--- config.mk ---
export PLATFORM = sky130hd
export DESIGN_NAME = audio_clip_sequencer
export DESIGN_NICKNAME = d
export VERILOG_FILES = /design/src/rtl/audio_seq_pkg.sv /design/src/rtl/audio_seq_atten.sv /design/src/rtl/audio_clip_sequencer.sv
export SDC_FILE = /design/constraint.sdc
export NUM_CORES = 1
export LEC_CHECK = 0
export CAP_MARGIN = 25
export CORE_AREA = 2 2 80 82
export CTS_BUF_LIST = sky130_fd_sc_hd__clkbuf_4
export DETAILED_ROUTE_END_ITERATION = 10
export DIE_AREA = 0 0 82 84
export PLACE_DENSITY = 0.95
export SLEW_MARGIN = 30
export SYNTH_ARGS = -nofsm -noshare
export SYNTH_HDL_FRONTEND = slang
export SYNTH_HIERARCHICAL = 1
export SYNTH_SLANG_ARGS = --single-unit
--- constraint.sdc ---
create_clock -name DAC_LR_CLK -period 6.96 [get_ports DAC_LR_CLK]
set_input_delay 1.392 -clock DAC_LR_CLK [delete_from_list [all_inputs] [get_ports DAC_LR_CLK]]
set_output_delay 1.392 -clock DAC_LR_CLK [all_outputs]
set_load 0.01 [all_outputs]
--- src/rtl/audio_seq_pkg.sv ---
// Shared constants for the audio clip sequencer: clip table, state encoding,
// and the position-counter width derived from the longest clip.
package audio_seq_pkg;

    localparam int NUM_CLIPS_DEF = 4;
    localparam int CIDX_W        = (NUM_CLIPS_DEF > 1) ? $clog2(NUM_CLIPS_DEF) : 1;

    // Clip 2 is deliberately empty so a request for it is ignored.
    localparam logic [31:0] CLIP_BASE [NUM_CLIPS_DEF] = '{32'h100, 32'h200, 32'h300, 32'h400};
    localparam logic [31:0] CLIP_LEN  [NUM_CLIPS_DEF] = '{32'd4,   32'd8,   32'd0,   32'd3};

    typedef enum logic [1:0] {
        ST_IDLE  = 2'd0,
        ST_PLAY  = 2'd1,
        ST_DRAIN = 2'd2,
        ST_FADE  = 2'd3
    } seq_state_e;

    function automatic int unsigned max_clip_len();
        int unsigned m = 0;
        for (int i = 0; i < NUM_CLIPS_DEF; i++)
            if (CLIP_LEN[CIDX_W'(i)] > m) m = CLIP_LEN[CIDX_W'(i)];
        return m;
    endfunction

    localparam int unsigned MAX_CLIP_LEN = max_clip_len();
    localparam int          POS_W        = $clog2(MAX_CLIP_LEN) + 1;

    // Out-of-table indices read as an empty clip.
    function automatic logic [31:0] clip_len_f(input logic [31:0] idx);
        if (idx < NUM_CLIPS_DEF) return CLIP_LEN[idx[CIDX_W-1:0]];
        return '0;
    endfunction

    function automatic logic [31:0] clip_base_f(input logic [31:0] idx);
        if (idx < NUM_CLIPS_DEF) return CLIP_BASE[idx[CIDX_W-1:0]];
        return '0;
    endfunction

endpackage

--- src/rtl/audio_seq_atten.sv ---
// Registered signed attenuator: arithmetic right shift with the shift amount
// saturated at 15. Output clears whenever no sample is being loaded.
module audio_seq_atten #(
    parameter int SAMPLE_W = 16,
    parameter int SH_W     = 5
) (
    input  logic                       DAC_LR_CLK,
    input  logic                       reset,
    input  logic                       ld_i,
    input  logic signed [SAMPLE_W-1:0] din_i,
    input  logic        [SH_W-1:0]     shamt_i,
    output logic signed [SAMPLE_W-1:0] dout_o
);

    logic        [3:0]          sh_sat;
    logic signed [SAMPLE_W-1:0] dout_q;

    assign sh_sat = (shamt_i > SH_W'(15)) ? 4'd15 : shamt_i[3:0];
    assign dout_o = dout_q;

    // Capture the shifted sample, or return to zero when idle / in reset.
    always_ff @(posedge DAC_LR_CLK) begin
        if (!reset || !ld_i) dout_q <= '0;
        else                 dout_q <= din_i >>> sh_sat;
    end

endmodule

--- src/rtl/audio_clip_sequencer.sv ---
// Frame-rate clip player: walks a ROM address range from the clip table,
// registers attenuated samples to both channels, optionally loops.
// Build option AUDIO_SEQ_FADE_EN: stop fades out over 15 steps of FADE_STEP
// frames instead of cutting immediately.
module audio_clip_sequencer
    import audio_seq_pkg::*;
#(
    parameter int ADDR_W     = 18,
    parameter int SAMPLE_W   = 16,
    parameter int NUM_CLIPS  = NUM_CLIPS_DEF,
    parameter int CLIP_SEL_W = (NUM_CLIPS > 1) ? $clog2(NUM_CLIPS) : 1,
    parameter int FADE_STEP  = 256
) (
    input  logic                       DAC_LR_CLK,
    input  logic                       reset,
    input  logic                       play_req,
    input  logic                       stop_req,
    input  logic [CLIP_SEL_W-1:0]      clip_sel,
    input  logic                       loop_en,
    input  logic [3:0]                 atten,
    output logic [ADDR_W-1:0]          rom_addr,
    output logic                       rom_rden,
    input  logic signed [SAMPLE_W-1:0] rom_q,
    output logic signed [SAMPLE_W-1:0] sample_l,
    output logic signed [SAMPLE_W-1:0] sample_r,
    output logic                       sample_valid,
    output logic                       busy,
    output logic                       done
);

    seq_state_e        state_q, state_d;
    logic [ADDR_W-1:0] addr_q, addr_d, base_q, base_d, sel_base;
    logic [POS_W-1:0]  pos_q, pos_d, len_q, len_d, sel_len;
    logic              rden_q, rden_d, valid_q, valid_d, done_q, done_d;
    logic              play_ok, start, adv, wrap, ld;
    logic [4:0]        shamt;
    logic signed [SAMPLE_W-1:0] samp;

`ifdef AUDIO_SEQ_FADE_EN
    localparam int FCNT_W = (FADE_STEP > 1) ? $clog2(FADE_STEP) : 1;
    logic [3:0]        fade_q, fade_d;
    logic [FCNT_W-1:0] fcnt_q, fcnt_d;
    assign shamt = {1'b0, atten} + {1'b0, fade_q};
`else
    assign shamt = {1'b0, atten};
`endif

    assign sel_len  = POS_W'(clip_len_f(32'(clip_sel)));
    assign sel_base = ADDR_W'(clip_base_f(32'(clip_sel)));
    // stop_req always wins over a simultaneous play_req.
    assign play_ok  = play_req && !stop_req && (32'(clip_sel) < 32'(NUM_CLIPS)) && (sel_len != '0);

    // Next-state, address walk, retrigger and end-of-clip handling.
    always_comb begin
        state_d = state_q;
        addr_d  = addr_q;
        rden_d  = rden_q;
        base_d  = base_q;
        len_d   = len_q;
        pos_d   = pos_q;
        ld      = 1'b0;
        done_d  = 1'b0;
        start   = 1'b0;
        adv     = 1'b0;
        wrap    = loop_en;
`ifdef AUDIO_SEQ_FADE_EN
        fade_d  = fade_q;
        fcnt_d  = fcnt_q;
`endif
        case (state_q)
            ST_IDLE: start = play_ok;
            ST_PLAY, ST_DRAIN: begin
                ld = 1'b1;
                if (stop_req) begin
`ifdef AUDIO_SEQ_FADE_EN
                    state_d = ST_FADE;
                    fade_d  = '0;
                    fcnt_d  = '0;
                    adv     = 1'b1;
                    wrap    = 1'b1;
`else
                    state_d = ST_IDLE;
                    ld      = 1'b0;
                    rden_d  = 1'b0;
`endif
                end else if (play_ok) begin
                    start = 1'b1;
                end else if (state_q == ST_DRAIN) begin
                    state_d = ST_IDLE;
                    done_d  = 1'b1;
                end else begin
                    adv = 1'b1;
                end
            end
`ifdef AUDIO_SEQ_FADE_EN
            ST_FADE: begin
                ld = 1'b1;
                if (play_ok) begin
                    start = 1'b1;
                end else if (fcnt_q == FCNT_W'(FADE_STEP - 1)) begin
                    fcnt_d = '0;
                    if (fade_q == 4'd14) begin
                        state_d = ST_IDLE;
                        ld      = 1'b0;
                        rden_d  = 1'b0;
                        fade_d  = '0;
                    end else begin
                        fade_d = fade_q + 4'd1;
                        adv    = 1'b1;
                        wrap   = 1'b1;
                    end
                end else begin
                    fcnt_d = fcnt_q + FCNT_W'(1);
                    adv    = 1'b1;
                    wrap   = 1'b1;
                end
            end
`endif
            default: state_d = ST_IDLE;
        endcase

        if (start) begin
            state_d = ST_PLAY;
            addr_d  = sel_base;
            base_d  = sel_base;
            len_d   = sel_len;
            pos_d   = '0;
            rden_d  = 1'b1;
`ifdef AUDIO_SEQ_FADE_EN
            fade_d  = '0;
            fcnt_d  = '0;
`endif
        end else if (adv) begin
            if (pos_q == len_q - POS_W'(1)) begin
                if (wrap) begin
                    addr_d = base_q;
                    pos_d  = '0;
                    rden_d = 1'b1;
                end else begin
                    state_d = ST_DRAIN;
                    rden_d  = 1'b0;
                end
            end else begin
                addr_d = addr_q + ADDR_W'(1);
                pos_d  = pos_q + POS_W'(1);
            end
        end
        valid_d = ld;
    end

    // Sequencer state registers.
    always_ff @(posedge DAC_LR_CLK) begin
        if (!reset) begin
            state_q <= ST_IDLE;
            addr_q  <= '0;
            rden_q  <= 1'b0;
            base_q  <= '0;
            len_q   <= '0;
            pos_q   <= '0;
            valid_q <= 1'b0;
            done_q  <= 1'b0;
`ifdef AUDIO_SEQ_FADE_EN
            fade_q  <= '0;
            fcnt_q  <= '0;
`endif
        end else begin
            state_q <= state_d;
            addr_q  <= addr_d;
            rden_q  <= rden_d;
            base_q  <= base_d;
            len_q   <= len_d;
            pos_q   <= pos_d;
            valid_q <= valid_d;
            done_q  <= done_d;
`ifdef AUDIO_SEQ_FADE_EN
            fade_q  <= fade_d;
            fcnt_q  <= fcnt_d;
`endif
        end
    end

    audio_seq_atten #(.SAMPLE_W(SAMPLE_W), .SH_W(5)) u_atten (
        .DAC_LR_CLK (DAC_LR_CLK),
        .reset      (reset),
        .ld_i       (ld),
        .din_i      (rom_q),
        .shamt_i    (shamt),
        .dout_o     (samp)
    );

    assign sample_l     = samp;
    assign sample_r     = samp;
    assign rom_addr     = addr_q;
    assign rom_rden     = rden_q;
    assign sample_valid = valid_q;
    assign busy         = (state_q != ST_IDLE);
    assign done         = done_q;

endmodule

==> results of run 1 <==
-- through the flow --
stage,cells,setup WS (ns)
6_report,509,2.90
5_1_grt,509,2.79
4_1_cts,509,2.91
2_1_floorplan,383,3.66
3_5_place_dp,501,2.49
3_3_place_gp,501,2.69
-- layout make-up --
type,instances,share of cell area
Sequential cell,48,0.244
Timing Repair Buffer,81,0.204
Tap cell,77,0.0244
Multi-Input combinational cell,281,0.500
Clock inverter,3,0.00571
Clock buffer,5,0.00951
Inverter,14,0.0133
-- worst max-delay path, stage by stage --
cell,delay [ns]
clkdlybuf4s50_1,0.51
inv_1,0.08
ha_1,0.19
nand2b_1,0.25
or4_1,0.73
o31a_1,0.45
or4_1,0.60
a21oi_1,0.17
-- registers in the layout, indices dropped and copies added, names as in the netlist --
signal	cells
rom_addr	18
u_atten/dout_o	16
pos_q	4
len_q	3
base_q	2
state_q	2
done	1
rom_rden	1
sample_valid	1
-- synth_stat cells (all sizes together), types with 5 or more instances --
library cell	count
a21oi	23
nor2b	10
clkbuf	12
a21boi	9
nand4	9
mux2	6
dfxtp	48
o21ai	24
xor2	5
o211ai	8
or3	10
nor2	16
nand2	33
or4	6
buf	28
o32ai	5
nor3	5
inv	13
mux2i	12
ha	10
nand3	10
-- where the power goes --
group          leakage (nW)  total (W)  internal (W)  switching, W
Combinational         0.945   0.000118     0.0000543     0.0000640
Clock                0.0356   0.000137     0.0000409     0.0000958
Sequential            0.388   0.000285      0.000280    0.00000500
-- routing by layer --
layer | global-route usage | vias to the layer above | wire length (um) | share of wire
met5 | 0 | - | 0 | 0
met1 | 0.307 | 1514 | 3320 | 0.39
li1 | - | 1516 | - | -
met2 | 0.427 | 151 | 4420 | 0.53
met4 | 0.0682 | 0 | 106 | 0.013
met3 | 0.0368 | 13 | 566 | 0.067
-- kinds of logic (layout without fill, tap and decap cells) --
| kind of cell | Yosys count | in the layout | synth area share |
|---|---|---|---|
| muxes | 22 | 22 | 0.0855 |
| other | 1 | 1 | 0.00115 |
| adders and majority gates | 10 | 10 | 0.0385 |
| DFF | 48 | 48 | 0.296 |
| and+or+nand+nor | 127 | 127 | 0.216 |
| buffers and inverters | 54 | 103 | 0.0970 |
| AOI/OAI and AO/OA | 114 | 114 | 0.243 |
| xor gates and xnor gates | 7 | 7 | 0.0231 |
-- final timing paths --
check,from,endpoint,slack [ns],cells past startpoint
hold reg to reg,len_q[2],len_q[2],0.49,2
hold / removal,len_q[2],len_q[2],0.49,2
setup reg to reg,state_q[0],rom_addr[11],4.18,7
setup / recovery,clip_sel[0],rom_addr[11],2.90,8
==> results.toml, run 1 <==
[clock_tree]
numCtsBuffers = 5
clk_pin_slew_ns = 0.16
cts_sinks = 48
clock_latency_ns = 0.38
cts_setup_buffers = 0
cts_hold_buf = 0
cts_tree = "done"
htreeDepth = 2
ctsResizeCount = 0
cts_root_buf = "clkbuf_4"
cts_buffer_depth = 2

[cells_and_area]
layout.nets = 468
area_delta_synth_final_pct = 21.4
final_cell_mix = "clkdlybuf4s50_1 (79), dfxtp_1 (48), nand2_1 (33), a21oi_1 (23), o21ai_0 (23)"
postLayoutCoreUtil = 0.647
antenna_cells = 0
fill_cells = 510
final_common_cell = "clkdlybuf4s50_1"
drive_gt1_frac = 0.0741
multi_input_area_mm2 = 0.00197
seq_area_um2 = 961
post-route-cell-area_mm2 = 0.00395

[global_routing]
grt_max_degree = 32
grt_pass1_vias = 2832
grt_util_all_layers = 0.245
grt_antenna_before_repair = 0
grt-ovfl-total = 0
grt_first_pass_wirelength_um = 13400

[timing]
grt_setup_unrepaired = "no"
tightest_slew_ns = 0.853
finalSetupViolCount = 0
finalHoldViolCount = 0
min_period_ns = 4.06
timing.slew.headroom = 0.424
clock.fmax_mhz = 247
fin_skew_ns = 0.0176
drv_slew = 0
holdWs_ns = 0.495
finalCritPeriodShare = 0.583
tns_ns = 0

[yosys]
yosys.area.top_type = "dfxtp_1"
syn_inst = 383
synth_cell_type_count = 70
synthesis.nets = 420
synthTopCellsByArea = "dfxtp_1 (30%), ha_1 (3.9%), nand2_1 (3.8%), mux2i_1 (3.7%), buf_4 (3.7%)"
synth_edf_count = 0
synth_seq_cells = 48
yosysTopAreaCellShare = 0.296
yosysWarnings = 6
synth_area_per_cell_um2 = 8.48
seq_area_frac_synth = 0.296
synth_ff_type = "dfxtp_1"
syn_area_mm2 = 0.00325
synthArstFlopShare = 0

[place]
io_buffers = 80
dp_hpwl_um = 6310
place_congestion = 0.920
placed_area_mm2 = 0.00389

[route]
vias_per_cell = 6.28
drtIter0Drc = 239
post-route-drc-count = 0
dr.pass1.iters = 5
wl_per_cell_um = 16.5
ant_nets = 0
wl_um = 8410
vias = 3194

[floorplan]
die_h_um = 84
die-area_mm2 = 0.00689
io_pins = 81
core_area_mm2 = 0.00610
rows = 29
die_w_um = 82
start_util = 0.533

[critical_path]
crit_type = "input port to flop"
startpoint_type = "input port"
cp.arrival_ns = 4.38
cp_max_fo = 30
cp-end-kind = "flop"
required_ns = 7.28

[power_and_ir_drop]
p_per_area_mw_per_mm2 = 137
ir_drop_uv = 92.6
p_leak_nw = 1.37
power_w = 0.000540

[job]
drv_cap = 0

[hold_path]
worstHoldPathType = "flop to flop"

[run_status]
status = "finished clean"
Note: power is estimated with default switching activity, not from simulation.
==> inputs of run 2 (changes only) <==
--- a/config.mk
+++ b/config.mk
@@ -6,11 +6,11 @@
 export NUM_CORES = 1
 export LEC_CHECK = 0
 export CAP_MARGIN = 25
-export CORE_AREA = 2 2 80 82
+export CORE_AREA = 2 2 88 90
 export CTS_BUF_LIST = sky130_fd_sc_hd__clkbuf_4
 export DETAILED_ROUTE_END_ITERATION = 10
-export DIE_AREA = 0 0 82 84
-export PLACE_DENSITY = 0.95
+export DIE_AREA = 0 0 90 92
+export PLACE_DENSITY = 0.84
 export SLEW_MARGIN = 30
 export SYNTH_ARGS = -nofsm -noshare
 export SYNTH_HDL_FRONTEND = slang
==> constraint.sdc (replaced) <==
create_clock -name DAC_LR_CLK -period 3.67 [get_ports DAC_LR_CLK]
set_input_delay 0.734 -clock DAC_LR_CLK [delete_from_list [all_inputs] [get_ports DAC_LR_CLK]]
set_output_delay 0.734 -clock DAC_LR_CLK [all_outputs]
set_load 0.01 [all_outputs]
==> run 2 against run 1 <==
  * Combinational power rose by 98%
  * Sequential share of layout area is 0.56 points lower
  * Highest routed layer unchanged
  * Clock power is 82% higher
  * Via count grew 0.38%
  * Core utilization decreased by 11 points
  * Global-route usage decreased by 4.2 points
  * Clock-buffer cell count increased by 1
  * Power is 90% higher
  * Design area up 2.3%
  * Clock skew is 0.0019 ns higher
  * Critical path depth did not move
==> results.toml, run 2 (synthesis gave the netlist of run 1 again) <==
[job]
drv_cap = 0

[critical_path]
required_ns = 3.99
cp.arrival_ns = 3.32
cp-end-kind = "flop"
reg2reg_depth = 8
cp_max_fo = 30
crit_type = "input port to flop"
startpoint_type = "input port"

[clock_tree]
cts_buffer_depth = 2
htreeDepth = 2
numCtsBuffers = 5
cts_hold_buf = 0
ctsResizeCount = 0
cts_sinks = 48
clk_pin_slew_ns = 0.14
cts_tree = "done"
cts_root_buf = "clkbuf_4"
cts_setup_buffers = 0
clock_latency_ns = 0.37

[power_and_ir_drop]
p_leak_nw = 1.40
ir_drop_uv = 109
power_w = 0.00102
p_per_area_mw_per_mm2 = 254

[global_routing]
grt_max_degree = 31
grt_first_pass_wirelength_um = 14100
grt_antenna_before_repair = 0
grt_pass1_vias = 2995
grt_util_all_layers = 0.203
grt-ovfl-total = 0

[timing]
finalCritPeriodShare = 0.817
tightest_slew_ns = 0.900
grt_setup_unrepaired = "no"
fin_skew_ns = 0.0195
finalHoldViolCount = 0
timing.slew.headroom = 0.400
drv_slew = 0
tns_ns = 0
holdWs_ns = 0.486
finalSetupViolCount = 0
clock.fmax_mhz = 333
min_period_ns = 3.00

[hold_path]
holdPathStages = 2
worstHoldPathType = "flop to flop"

[route]
wl_um = 8700
dr.pass1.iters = 5
vias = 3206
vias_per_cell = 5.92
wl_per_cell_um = 16.0
ant_nets = 0
drtIter0Drc = 159
post-route-drc-count = 0

[cells_and_area]
postLayoutCoreUtil = 0.542
largest_reg_flops = 18
final_cell_mix = "clkdlybuf4s50_1 (80), dfxtp_1 (48), nand2_1 (33), a21oi_1 (23), o21ai_0 (23)"
layout.nets = 476
area_delta_synth_final_pct = 24.3
drive_gt1_frac = 0.0864
final_common_cell = "clkdlybuf4s50_1"
antenna_cells = 0

[floorplan]
die_w_um = 90
die-area_mm2 = 0.00828
io_pins = 81
die_h_um = 92
core_area_mm2 = 0.00745
rows = 32
start_util = 0.436

[place]
io_buffers = 80
place_congestion = 0.940
dp_hpwl_um = 6400

[run_status]
status = "finished clean"
-- run 2: cell types whose count changed in the layout (fill, tap and decap cells not counted) --
| cell | before | now |
|---|---|---|
| inv_6 | 1 | 0 |
| clkdlybuf4s50_1 | 79 | 80 |
| clkinv_4 | 1 | 0 |
| buf_2 | 1 | 0 |
| buf_4 | 1 | 9 |
| clkinv_2 | 1 | 0 |
| clkinv_1 | 1 | 2 |
| clkbuf_4 | 5 | 6 |
| clkinvlp_4 | 0 | 1 |
-- run 2: power breakdown --
group	internal, W	leakage, nW	total, W	switching (W)
combinational	0.000110	0.984	0.000234	0.000124
clock	0.0000805	0.0293	0.000249	0.000169
sequential	0.000531	0.388	0.000541	0.00000976
-- run 2: area by class of cell --
class / instances / area, um^2
Clock buffer: 6 / 45.0
Clock inverter: 2 / 11.3
Fill cell: 691 / 3410
Inverter: 14 / 52.6
Multi-Input combinational cell: 281 / 1970
Sequential cell: 48 / 961
Tap cell: 102 / 128
Timing Repair Buffer: 89 / 868
-- run 2: per-stage QoR --
step | cell area [um^2] | setup slack, ns | instances
finish | 4040 | 0.670 | 542
global route | 4040 | 0.553 | 542
CTS | 4040 | 0.682 | 542
detailed placement | 3980 | 0.282 | 534
global placement | 3980 | 0.372 | 534
floorplan | 3250 | 1.03 | 383
-- run 2: final timing paths --
kind / from / end / slack (ns)
hold reg to reg: len_q[2] / len_q[2] / 0.49
setup / recovery: clip_sel[0] / rom_addr[11] / 0.67
hold / removal: len_q[2] / len_q[2] / 0.49
setup reg to reg: state_q[1] / rom_addr[11] / 1.13
-- run 2: per-layer routing --
| metal | global-route usage | routed length, um | up-vias |
|---|---|---|---|
| li1 | - | - | 1529 |
| met5 | 0 | 0 | - |
| met4 | 0.0808 | 126 | 0 |
| met1 | 0.244 | 3440 | 1519 |
| met3 | 0.0296 | 609 | 14 |
| met2 | 0.363 | 4520 | 144 |
-- run 2: worst max-delay path, stage by stage --
cell,delay [ns]
clkdlybuf4s50_1,0.51
inv_1,0.08
ha_1,0.19
nand2b_1,0.16
or4_1,0.49
o31a_1,0.39
or4_1,0.61
a21oi_1,0.15
==> patch: new RTL, config.mk and constraints of run 2 <==
The option `AUDIO_SEQ_FADE_EN` is turned on by a define.
--- a/src/rtl/audio_clip_sequencer.sv
+++ b/src/rtl/audio_clip_sequencer.sv
@@ -2,6 +2,8 @@
 // registers attenuated samples to both channels, optionally loops.
 // Build option AUDIO_SEQ_FADE_EN: stop fades out over 15 steps of FADE_STEP
 // frames instead of cutting immediately.
+`define AUDIO_SEQ_FADE_EN
+
 module audio_clip_sequencer
     import audio_seq_pkg::*;
 #(
Formal check against the unedited RTL: not equivalent (a bounded check fails within 4 cycles, from zero or initial values and one cycle with reset low).
==> patch against run 2 <==
- register-to-register slack worse by 0.19 ns
- hold slack lost 0.020 ns
- clock skew down 0.0055 ns
- design area is 18% higher
- synthesized cell count up 20%
- total power rose by 40%
- sequential cell count grew 12
- setup slack worse by 0.072 ns
- critical endpoint is now u_atten/dout_o[2]
- via count rose by 13%
- synthesized area increased by 19%
- core utilization grew 9.9 points
- routed wire length is 7.5% higher
==> patch: results <==
{
  "worst_pin_slew_ns": 0.6351,
  "drt-total-wl_mm": 9.351,
  "cp_max_fo": 7,
  "clkTransAtPathRegs_ns": 0.09,
  "p_per_area_mw_per_mm2": 300.3,
  "grt_max_degree": 25,
  "cts_max_level": 3,
  "avgSynthCellArea_um2": 8.393,
  "grtUsageMet3_pct": 4.108,
  "grt_use_total_pct": 22.96,
  "r2r_cells": 11,
  "r2r_slack_ns": 0.94,
  "place_ws_ns": 0.2157,
  "leakage_nw": 1.802,
  "routabilityCongestion": 0.8584,
  "r2r-start": "fade_q[0]",
  "cp_data_arrival_time_ns": 3.34,
  "whs_ns": 0.4657,
  "ir_drop_mv": 0.2280,
  "ys_seq_area_share_pct": 31.18,
  "grt_pass1_wl_mm": 15.75,
  "finalWorstPathRequiredPeriod_ns": 3.071,
  "pwr-share-clk_pct": 36.1,
  "netlist_top_cells_count": "60 x dfxtp_1, 43 x nor2_1, 41 x nand2_1",
  "critPathSlowestCell": "clkdlybuf4s50_1",
  "met2_length_mm": 4.432,
  "path_delay_family": "buffers and inverters",
  "power.switching_uw": 381.6,
  "placed_area_mm2": 0.004622,
  "dp.cells": 614,
  "nets": 569,
  "cpPeakStageDelay_ns": 0.46,
  "wl_per_cell_um": 14.84,
  "cts_buffers": 9,
  "syn_nets": 505,
  "dpl.hpwl_mm": 7.224,
  "ys_top_cells_by_area": "dfxtp_1 31%, ha_1 5.8%, mux2i_1 5.5%, nor2_1 4.2%, nand2_1 4.0%",
  "outcome": "finished, final reports clean",
  "r2r_end": "u_atten/dout_o[2]",
  "wl_met1_mm": 4.164,
  "grt.met2_usage_pct": 38.85,
  "finClkSkew_ns": 0.01397,
  "setup.worst_path.start": "atten[0]",
  "grtUsageMet1_pct": 29.02
}
-- patch: cell count changes in the layout (fill, tap and decap cells not counted), sizes merged, moves of 7 or more --
| cell | delta |
|---|---|
| ha | +8 |
| xnor2 | +15 |
| a31oi | +8 |
| mux2i | +9 |
| dfxtp | +12 |
| a21boi | -7 |
| nor2 | +28 |
| a21oi | +7 |
| nand2 | +9 |
| o22ai | +7 |
-- patch: logic make-up (layout without fill, tap and decap cells) --
family	Yosys count	in the layout	synth area share, %
compound gates	117	117	19.75
xor+xnor	26	26	6.268
fa+ha+maj	19	19	6.366
buf+inv	57	126	8.119
flops	60	60	31.18
mux	28	28	8.379
simple gates	152	152	19.94
-- patch: cell type report --
cell class / instances / area [µm²]
clock buffers: 10 / 75.07
well taps: 102 / 127.6
repair buffers: 91 / 883.3
inverters: 19 / 71.32
fillers: 647 / 2671
clock inverters: 6 / 78.83
multi-input cells: 342 / 2338
flip-flops and latches: 60 / 1201
